--- src/rtl/cpu_defs_pkg.sv ---
// Shared definitions for the 8-bit CPU front end: opcodes, instruction field
// positions, the fetch-state encoding and the PC step.
package cpu_defs_pkg;

  localparam logic [7:0] OP_LOADI = 8'h00;
  localparam logic [7:0] OP_MOV   = 8'h01;
  localparam logic [7:0] OP_ADD   = 8'h02;
  localparam logic [7:0] OP_SUB   = 8'h03;
  localparam logic [7:0] OP_AND   = 8'h04;
  localparam logic [7:0] OP_OR    = 8'h05;
  localparam logic [7:0] OP_J     = 8'h06;
  localparam logic [7:0] OP_BEQ   = 8'h07;
  localparam logic [7:0] OP_BNEQ  = 8'h08;

  localparam int INSTR_WIDTH  = 32;
  localparam int OPCODE_MSB   = 31;
  localparam int OPCODE_LSB   = 24;
  localparam int OFFSET_MSB   = 23;
  localparam int OFFSET_LSB   = 16;
  localparam int OFFSET_WIDTH = OFFSET_MSB - OFFSET_LSB + 1;
  localparam int RT_MSB       = 15;
  localparam int RT_LSB       = 8;
  localparam int RS_MSB       = 7;
  localparam int RS_LSB       = 0;

  localparam int PC_STEP = 4;

  typedef enum logic [1:0] {
    BOOT  = 2'd0,
    FETCH = 2'd1,
    WAIT  = 2'd2,
    EXEC  = 2'd3
  } fetch_state_t;

  function automatic logic is_flow_op(input logic [7:0] op);
    return (op == OP_J) || (op == OP_BEQ) || (op == OP_BNEQ);
  endfunction

endpackage

--- src/rtl/pc_target_adder.sv ---
// Sequential and branch-target PC arithmetic (wraps modulo 2^PC_WIDTH).
// CPU_UNIT_DELAY_EN adds lab-style propagation delays to both adders.
module pc_target_adder
  import cpu_defs_pkg::*;
#(
  parameter int PC_WIDTH = 32
) (
  input  logic [PC_WIDTH-1:0]     pc,
  input  logic [OFFSET_WIDTH-1:0] offset,
  output logic [PC_WIDTH-1:0]     pc_plus4,
  output logic [PC_WIDTH-1:0]     target
);

  // OFFSET counts instruction words, so scale by 4 after sign extension.
  logic [PC_WIDTH-1:0] byte_offset;
  assign byte_offset = {{(PC_WIDTH-OFFSET_WIDTH-2){offset[OFFSET_WIDTH-1]}}, offset, 2'b00};

`ifdef CPU_UNIT_DELAY_EN
  assign #1 pc_plus4 = pc + PC_WIDTH'(PC_STEP);
  assign #2 target   = pc_plus4 + byte_offset;
`else
  assign pc_plus4 = pc + PC_WIDTH'(PC_STEP);
  assign target   = pc_plus4 + byte_offset;
`endif

endmodule

--- src/rtl/pc_fetch_unit.sv ---
// Instruction-fetch stage: PC register, IMEM request handshake and next-PC select.
// CPU_UNIT_DELAY_EN models lab delays on the PC update and instruction latch.
`ifdef CPU_UNIT_DELAY_EN
  `define FU_PC_DLY #1
  `define FU_IR_DLY #2
`else
  `define FU_PC_DLY
  `define FU_IR_DLY
`endif

module pc_fetch_unit
  import cpu_defs_pkg::*;
#(
  parameter int                  PC_WIDTH        = 32,
  parameter int                  IMEM_ADDR_WIDTH = 10,
  parameter logic [PC_WIDTH-1:0] RESET_PC        = '0
) (
  input  logic                       CLK,
  input  logic                       RESET,
  input  logic                       IMEM_BUSYWAIT,
  input  logic [INSTR_WIDTH-1:0]     IMEM_READDATA,
  output logic                       IMEM_READ,
  output logic [IMEM_ADDR_WIDTH-1:0] IMEM_ADDRESS,
  input  logic                       DMEM_BUSYWAIT,
  input  logic                       J,
  input  logic                       BEQ,
  input  logic                       BNEQ,
  input  logic                       ZERO,
  output logic [INSTR_WIDTH-1:0]     INSTRUCTION,
  output logic                       INSTR_VALID,
  output logic [PC_WIDTH-1:0]        PC
);

  fetch_state_t           state_reg;
  logic [PC_WIDTH-1:0]    pc_reg;
  logic [INSTR_WIDTH-1:0] instr_reg;
  logic                   imem_read_reg;
  logic                   instr_valid_reg;

  logic [PC_WIDTH-1:0]    pc_plus4;
  logic [PC_WIDTH-1:0]    target;
  logic [PC_WIDTH-1:0]    pc_next;
  logic                   taken;

  pc_target_adder #(
    .PC_WIDTH (PC_WIDTH)
  ) u_target_adder (
    .pc       (pc_reg),
    .offset   (instr_reg[OFFSET_MSB:OFFSET_LSB]),
    .pc_plus4 (pc_plus4),
    .target   (target)
  );

  assign taken   = J | (BEQ & ZERO) | (BNEQ & ~ZERO);
  assign pc_next = taken ? target : pc_plus4;

  // Branch controls only matter on the EXEC exit edge; elsewhere they are ignored.
  always_ff @(posedge CLK or posedge RESET) begin
    if (RESET) begin
      state_reg       <= BOOT;
      pc_reg          <= RESET_PC;
      instr_reg       <= '0;
      imem_read_reg   <= 1'b0;
      instr_valid_reg <= 1'b0;
    end else begin
      case (state_reg)
        BOOT: begin
          state_reg     <= FETCH;
          imem_read_reg <= 1'b1;
        end
        FETCH: begin
          state_reg <= WAIT;
        end
        WAIT: begin
          if (!IMEM_BUSYWAIT) begin
            instr_reg       <= `FU_IR_DLY IMEM_READDATA;
            imem_read_reg   <= 1'b0;
            instr_valid_reg <= 1'b1;
            state_reg       <= EXEC;
          end
        end
        EXEC: begin
          if (!DMEM_BUSYWAIT) begin
            pc_reg          <= `FU_PC_DLY pc_next;
            instr_valid_reg <= 1'b0;
            imem_read_reg   <= 1'b1;
            state_reg       <= FETCH;
          end
        end
        default: begin
          state_reg       <= BOOT;
          imem_read_reg   <= 1'b0;
          instr_valid_reg <= 1'b0;
        end
      endcase
    end
  end

  assign IMEM_READ    = imem_read_reg;
  assign IMEM_ADDRESS = pc_reg[IMEM_ADDR_WIDTH-1:0];
  assign INSTRUCTION  = instr_reg;
  assign INSTR_VALID  = instr_valid_reg;
  assign PC           = pc_reg;

endmodule

`undef FU_PC_DLY
`undef FU_IR_DLY

--- config.mk ---
export PLATFORM = sky130hd
export DESIGN_NAME = pc_fetch_unit
export DESIGN_NICKNAME = d
export VERILOG_FILES = /design/src/rtl/cpu_defs_pkg.sv /design/src/rtl/pc_target_adder.sv /design/src/rtl/pc_fetch_unit.sv
export SDC_FILE = /design/constraint.sdc
export NUM_CORES = 1
export LEC_CHECK = 0
export ABC_AREA = 1
export BUFFER_PORTS_ARGS = -buffer_cell sky130_fd_sc_hd__buf_2
export CAP_MARGIN = 20
export CORE_MARGIN = 1.5
export CORE_UTILIZATION = 50
export DETAILED_ROUTE_END_ITERATION = 6
export PLACE_DENSITY = 0.84
export SYNTH_ARGS = -nofsm -noshare
export SYNTH_HDL_FRONTEND = slang
export SYNTH_SLANG_ARGS = --single-unit
--- constraint.sdc ---
create_clock -name CLK -period 6.55 [get_ports CLK]
set_clock_uncertainty 0.1 [all_clocks]
set_input_delay 0.3275 -clock CLK [delete_from_list [all_inputs] [get_ports CLK]]
set_output_delay 0.3275 -clock CLK [all_outputs]
set_load 0.005 [all_outputs]
# --- After elaboration in Yosys (flattened, before gate mapping) ---
# Index checks and enable logic that the tools add are counted.
totals:
  output_inout_bits: 76
  mem_count: 0
  ramBits: 0
  romBits: 0
  latchBits: 0
  register_bits: 68
classes:
  reduce_logical: 8
  multipliers: 0
  shift: 0
  addsub: 2
  mux: 10
  div_mod_pow: 0
  eq_ne: 5
  order_cmp: 0
  bitwise: 7
op_table:
  columns: ["cell", "count"]
  rows:
  - ["adder 32 x 3 -> 32 bit, second input constant", 1]
  - ["adder 32 bit", 1]
  - ["2-to-1 mux 32 bit", 1]
  - ["one-hot mux 2 bit (4 select lines)", 1]
  - ["AND reduction 2 bit", 3]
  - ["AND reduction 3 bit", 2]
  - ["== test 2 bit, second input constant", 2]
  - ["2-to-1 mux 1 bit", 4]
  - ["2-to-1 mux 2 bit", 2]
  - ["inequality test 2 bit, second input constant", 2]
  - ["NOT 1 bit", 3]
  - ["one-hot mux 1 bit (3 select lines)", 1]
  - ["nonzero test 3 bit", 1]
  - ["AND 1 bit", 2]
  - ["== test 2 x 1 -> 1 bit, second input constant", 1]
  - ["logical NOT 2 bit", 1]
  - ["OR 1 bit", 2]
  - ["one-hot mux 1 bit (2 select lines)", 1]
  - ["nonzero test 2 bit", 1]

# --- Logic depth before layout (Yosys ltp) ---
# Gate-level depths: netlist of run 1.
depth:
  word_depth: 4
  mapped_depth: 22
  mapped_depth_nobuf: 22

# --- Modules after synthesis ---
# Synthesis of run 1 repeated with hierarchy kept, for this count alone.
hier_totals:
  hier_cells: 976
  area_unflattened_um2: 6371.1
by_module_without_submodules:
  columns: ["module", "area_each_um2", "seq_area_each_um2", "instances", "cells_each"]
  rows:
  - ["pc_fetch_unit", 3616.0, 1701.6, 1, 458]
  - ["pc_target_adder", 2755.1, 0.0, 1, 518]

# --- Least setup slack after synthesis of run 1 ---
# No wires, ideal clock.
synth_timing:
  kind: "register to register"
  start: "register pc_reg[2] (netlist: PC[2])"
  end: "register pc_reg[26] (netlist: PC[26])"
  slack_ns: 3.798
  stages_incl_launch_ff: 21
  arrival_ns: 2.535
  required_time_ns: 6.333
  path_cell_list: "dfrtp_1 -> ha_1 -> nand2_1 -> inv_1 -> nand2_2 -> nor2_4 -> nand4_1 -> or2_0 -> and2_1 -> ha_1 -> nand2_1 -> nor2_1 -> nand2_1 -> nor2_1 -> nand2_1 -> nand3_1 -> nand2_1 -> nand3_1 -> nand2_1 -> nand2_1 -> nand2_1"
synth_between:
  elab_chain_len: 3
synth_rtl:
  columns: ["element", "line_no", "text"]
  rows:
  - ["from (decl)", "pc_fetch_unit.sv:35", "logic [PC_WIDTH-1:0] pc_reg;"]
  - ["from (signal assigned)", "pc_fetch_unit.sv:84", "pc_reg <= `FU_PC_DLY pc_next;"]
  - ["adder 32 x 3 -> 32 bit (*)", "pc_target_adder.sv:22", "assign pc_plus4 = pc + PC_WIDTH'(PC_STEP);"]
  - ["adder 32 bit", "pc_target_adder.sv:23", "assign target = pc_plus4 + byte_offset;"]
  - ["2-to-1 mux 32 bit (*)", "pc_fetch_unit.sv:55", "assign pc_next = taken ? target : pc_plus4;"]
# Every way passes the cells marked *; elsewhere a longest branch is shown, timed or not.
# A chain may end at the register's enable or synchronous reset.

# --- Final worst setup path of run 1 ---
# Same ends and word-level chain as after synthesis.

==> key figures, run 1 <==
Outcome
  • Status: finished, final reports clean

Clock network
  • Htree depth: 3
  • Post-CTS Setup Bufs: 0
  • CTS tree: yes
  • Clk slew on worst S/H paths: 70 ps
  • PostCTS Resize Cnt: 0
  • # clock sinks: 66
  • Post-CTS Hold Buffers: 0
  • Worst skew pair latency: 340 ps
  • CTS Buffer Depth: 2
  • CTS root buffer: clkbuf_16
  • Clock buffer count from CTS: 9

Global route
  • Pin count of the biggest net entering global routing: 67
  • Number of global-route vias before repair: approximately 6000
  • GRT Util Overall: 0.287
  • Initial antenna violation count: 0
  • GRT overflow: 0
  • First-pass GRT wire length: 28800 µm

Floorplan
  • Number of cell rows: 39
  • Die footprint: 12700 µm²
  • Core area: 11600 µm²
  • Die height: 112 µm
  • Die Wd: 112 µm
  • I/O pins: 116
  • Initial core utilization: 0.518

Job
  • Max Cap Viol: 0

Final layout
  • Commonest non-fill, non-tap cell in the layout: nand2_1
  • Diodes inserted: 0
  • Area grow syn2layout: 15.1%
  • Final Non-Filler Cells: 1200
  • Nets@finish: 1134
  • Layout cells sized above 1: 0.164
  • Max reg flops: 32
  • Most frequent cells in the layout: nand2_1 (354), inv_1 (119), buf_2 (111)

Drt
  • Routed wire length: 17700 µm
  • Number of detailed-routing iterations run before antenna repair: 7
  • Vias per cell: around 5.3
  • DRT iter0 DRCs: 453
  • Drt drc: 0
  • Antenna-violating nets left: 0
  • WL/cell: 14.8 µm
  • Via count: 6367

Placed design
  • DPL Wire Length: 13400 µm
  • Dpl cells: 1184
  • # port buffers: 111
  • Placer Congestion: 0.962

Pwr
  • PD cells: 609 nW/µm²
  • Sw frac: 0.544
  • Psw: 2280 µW
  • Peak supply drop: 0.237 mV
  • Reg power frac: 0.206
  • P_int: roughly 1900 µW
  • Clock power frac: 0.113
  • Combinational group share of total power: 0.680
  • Leakage power: between 0.003 and 0.004 µW

Critical path
  • Critical path class: flip-flop to flip-flop
  • CP arrival: ~3500 ps
  • WP data required: between 6000 and 7000 ps
  • Worst Setup Start Kind: flip-flop
  • Worst-path maximum fanout: 7
  • CP Capture Type: flip-flop

Logic synthesis
  • Async S/R FF share, synth: 1.00
  • Yosys top cell by area: dfrtp_1
  • Cell variety after synth: 43
  • #FFs+latches synth: 66
  • Synthesis Warnings: 0
  • Post-synth top area share: 0.276
  • Post-synth EDFFs: 0
  • Largest cells by area after synthesis: dfrtp_1 (28%), nand2_1 (22%), ha_1 (8.6%)
  • Seq/Total Area, Yosys: 0.276
  • Cells after Synth: approximately 950
  • Synth Cell Area: 5990 µm²
  • Leading register cell type out of synthesis: dfrtp_1
  • Avg Synthesized Cell Area: 6.30 µm²

Timing
  • Final Hold Fails: 0
  • Worst-Margin Slew: 1100 ps
  • Final Max Slew Viols: 0
  • TNS Setup: 0 ps
  • Setup violators final: 0
  • FMAX: around 290 MHz
  • Minimum clock period: 3400 ps
  • Crit share post-route: 0.519
  • Rel. slew slack: 0.268
  • RSZ-0062 raised after global routing: no

Worst hold path
  • Worst Hold Class: primary input to flip-flop
-- routing by layer --
layer / global-route usage / vias to the layer above / part of all wire
met5: 0 / - / 0
met4: 0.116 / 0 / 0.036
met3: 0.0540 / 50 / 0.081
met2: 0.463 / 288 / 0.45
met1: 0.383 / 2838 / 0.44
li1: - / 3191 / -
-- cells by family (layout without fill, tap and decap cells) --
family                     Yosys count  in the layout  synth area share
and+or+nand+nor                    576            576             0.411
buffers and inverters              153            255             0.106
AOI/OAI and AO/OA                   98             98            0.0904
DFF                                 66             66             0.276
adders and majority gates           42             42            0.0889
xor gates and xnor gates            16             16            0.0271
other                                1              4          0.000626
-- synth_stat cells, types with 4 or more instances --
cell type / instances
or2_2: 7
inv_1: 120
clkbuf_1: 14
nor2_1: 90
xor2_1: 9
buf_4: 12
and2_1: 6
nor2_4: 4
nand2_2: 6
dfrtp_1: 66
ha_1: 41
a21oi_1: 52
nand4_1: 13
nand3_1: 63
nor3_1: 8
o21ai_0: 21
a31oi_1: 8
nor2_2: 6
o21bai_1: 5
nand3b_1: 9
nand2_1: 354
xnor2_1: 4
-- worst paths after layout --
kind,cells after the start,slack (ps),from,to
setup / recovery,20,3150,PC[2],PC[26]
hold / removal,3,90,IMEM_READDATA[5],INSTRUCTION[5]
setup reg to reg,20,3150,PC[2],PC[26]
hold reg to reg,2,370,INSTRUCTION[24],INSTRUCTION[24]
max in group asynchronous,3,5650,RESET,PC[10]
min in group asynchronous,3,130,RESET,PC[21]
-- power by group through the flow --
| stage | sequential [µW] | combinational, µW | clock [µW] |
|---|---|---|---|
| 2_1_floorplan | 833 | 2020 | 0 |
| 3_3_place_gp | 852 | 2740 | 0 |
| 3_5_place_dp | 855 | 2790 | 0 |
| 4_1_cts | 855 | 2820 | 478 |
| 5_1_grt | 886 | 3250 | 497 |
| 6_report | 866 | 2860 | 475 |
-- metrics by stage --
step | power (µW) | util | instance area [µm²] | hold WS (ps) | setup WS [ps]
after floorplan | 2850 | - | 6010 | 344 | 3800
after global placement | 3590 | 0.572 | 6610 | 350 | 3400
after detailed placement | 3640 | 0.572 | 6610 | 353 | 3330
after CTS | 4150 | 0.596 | 6900 | 81.9 | 3250
after global routing | 4630 | 0.596 | 6900 | 89.7 | 2930
final | 4200 | 0.596 | 6900 | 89.1 | 3150
-- cell type report --
class	instances	area, µm²
clock buffers	9	225
clock inverters	7	60.1
fillers	1067	4670
inverters	123	462
multi-input cells	736	3730
flip-flops and latches	66	1650
well taps	143	179
repair buffers	116	593
-- worst max-delay path: stages (launching register included) --
cell and delay (ps):
dfrtp_1 500, ha_1 230, nand2_1 90, inv_1 110, nand2_2 70, nor2_4 200
nand4_1 160, or2_0 250, and2_1 180, ha_1 350, nand2_1 110, nor2_1 210
nand2_1 140, nor2_1 110, nand2_1 100, nand3_1 90, nand2_1 50, nand3_1 60
nand2_1 60, nand2_1 60, nand2_1 50
Note: power is estimated with default switching activity, not from simulation.
==> run 2: changes to the inputs <==
==> constraint.sdc (replaced) <==
create_clock -name CLK -period 3.2 [get_ports CLK]
set_clock_uncertainty 0.1 [all_clocks]
set_input_delay 0.16 -clock CLK [delete_from_list [all_inputs] [get_ports CLK]]
set_output_delay 0.16 -clock CLK [all_outputs]
set_load 0.005 [all_outputs]
==> key figures, run 2 (synthesis results as in run 1) <==
Global route
  • Initial antenna violation count: 0
  • Number of global-route vias before repair: roughly 6400
  • GRT overflow: 0
  • First-pass GRT wire length: 31500 µm
  • GRT Util Overall: 0.317
  • Pin count of the biggest net entering global routing: 51

Clock network
  • CTS tree: yes
  • Clock buffer count from CTS: 9
  • CTS root buffer: clkbuf_16
  • Worst skew pair latency: 340 ps
  • # clock sinks: 66
  • Htree depth: 3
  • CTS Buffer Depth: 2
  • Clk slew on worst S/H paths: 60 ps

Critical path
  • R2R setup slack: 190 ps
  • CP Capture Type: flip-flop
  • Critical path, cell by cell: buf_4 -> nand3_2 -> nor2_4 -> nand2_1 -> inv_2 -> nand4_1 -> or2_0 -> and2_1 -> ha_4 -> nand2_1 -> nor2_1 -> nand2_1 -> inv_1 -> nand2_1 -> nand2_1 -> a21oi_2 -> nand2_1 -> nand3_1 -> a21oi_1
  • WP buf/inv: 3
  • Worst Setup Start Kind: flip-flop
  • Critical path class: flip-flop to flip-flop
  • CP arrival: 3170 ps
  • Worst-path maximum fanout: 5
  • WP data required: 3360 ps
  • Crit path largest cell delay: between 300 and 400 ps
  • Most frequent CP cell: nand2_1
  • Largest delay share family, worst path: simple AND/OR/NAND/NOR gates
  • Slowest CP cell: dfrtp_1

Drt
  • Drt drc: 6
  • Number of detailed-routing iterations run before antenna repair: 7
  • Routed wire length: between 15000 and 20000 µm
  • Vias per cell: 5.40
  • DRT iter0 DRCs: 771
  • WL/cell: 15.8 µm
  • Via count: 6810
  • Antenna-violating nets left: 0

Final layout
  • Diodes inserted: 0
  • Core Util, Final: 0.662
  • Max reg flops: 32
  • Area grow syn2layout: 27.7%
  • Layout cells sized above 1: 0.223
  • Most frequent cells in the layout: nand2_1 (348), inv_1 (116), buf_2 (111)
  • Nets@finish: between 1000 and 1500
  • Commonest non-fill, non-tap cell in the layout: nand2_1

Timing
  • Final Max Slew Viols: 0
  • FMAX: ~330 MHz
  • Rel. slew slack: 0.361
  • Worst-Margin Slew: around 960 ps
  • Final Hold Fails: 0
  • Crit share post-route: 0.940
  • Minimum clock period: between 3000 and 4000 ps
  • Setup violators final: 0
  • TNS Setup: 0 ps

Floorplan
  • I/O pins: approximately 120
  • Die height: 112 µm
  • Initial core utilization: 0.518
  • Number of cell rows: 39
  • Die footprint: 12700 µm²
  • Die Wd: 112 µm
  • Core area: 11600 µm²

Pwr
  • Leakage power: ~0.0042 µW
  • Final Power: 9380 µW
  • Peak supply drop: ~0.54 mV
  • PD cells: ~1200 nW/µm²

Placed design
  • DPL Wire Length: 14300 µm
  • Placer Congestion: 0.949
  • # port buffers: 111

Worst hold path
  • Worst Hold Class: primary input to flip-flop

Job
  • Max Cap Viol: 0

Outcome
  • Failing checks: DRC
  • Status: finished, violations left
[run 2: changes by cell type in the layout (fill, tap and decap cells not counted), sizes merged]
cell and change:
buf +29, bufinv +1, clkbuf +1, clkinv +3
clkinvlp -3, dlygate4sd3 +33, inv -2
[run 2: per-layer routing]
metal  up-vias  wire length, µm  track usage
met5         -                0            0
met4         0              777        0.152
met3        69             1780       0.0535
met2       351             9260        0.536
met1      3078             8120        0.396
li1       3312                -            -
[run 2: what timing repair did]
item,in CTS,in global routing
setup endpoints to repair,0,15
setup buffers,0,5
hold buffers,33,0
endpoints found under the hold margin,47,0
resized for setup,0,54
[run 2: cell type report]
type | count | area [µm²]
fill | 957 | 3910
sequential | 66 | 1660
inverter | 123 | 462
clock inverter | 6 | 66.3
clock buffer | 10 | 229
timing repair buffer | 178 | 1140
tap | 143 | 179
multi-input combinational | 736 | 3920
[run 2: power breakdown]
| part | internal (µW) | switching (µW) |
|---|---|---|
| Clock | 606 | 406 |
| Combinational | 2560 | 4060 |
| Sequential | 1250 | 497 |
| Total | 4410 | 4970 |
[run 2: worst min-delay path: stages]
cell	delay, ps
buf_2	110
nand2_1	90
a21oi_1	70
[run 2: final timing paths]
check / start / end / depth (start not counted)
setup / recovery: PC[2] / PC[31] / 19
setup reg to reg: PC[2] / PC[31] / 19
hold / removal: IMEM_BUSYWAIT / INSTR_VALID / 3
max in group asynchronous: RESET / PC[7] / 4
min in group asynchronous: RESET / INSTRUCTION[1] / 3
hold reg to reg: INSTRUCTION[15] / INSTRUCTION[15] / 2
[run 2: metrics by stage]
stage	instances	worst slack, ps	cell area, µm²	hold slack (ps)
2_1_floorplan	955	448	6010	177
3_3_place_gp	1208	44.6	6790	62.3
3_5_place_dp	1208	47.5	6790	59.0
4_1_cts	1257	22.7	7420	25.5
5_1_grt	1262	-49.3	7660	30.1
6_report	1262	190	7660	37.1
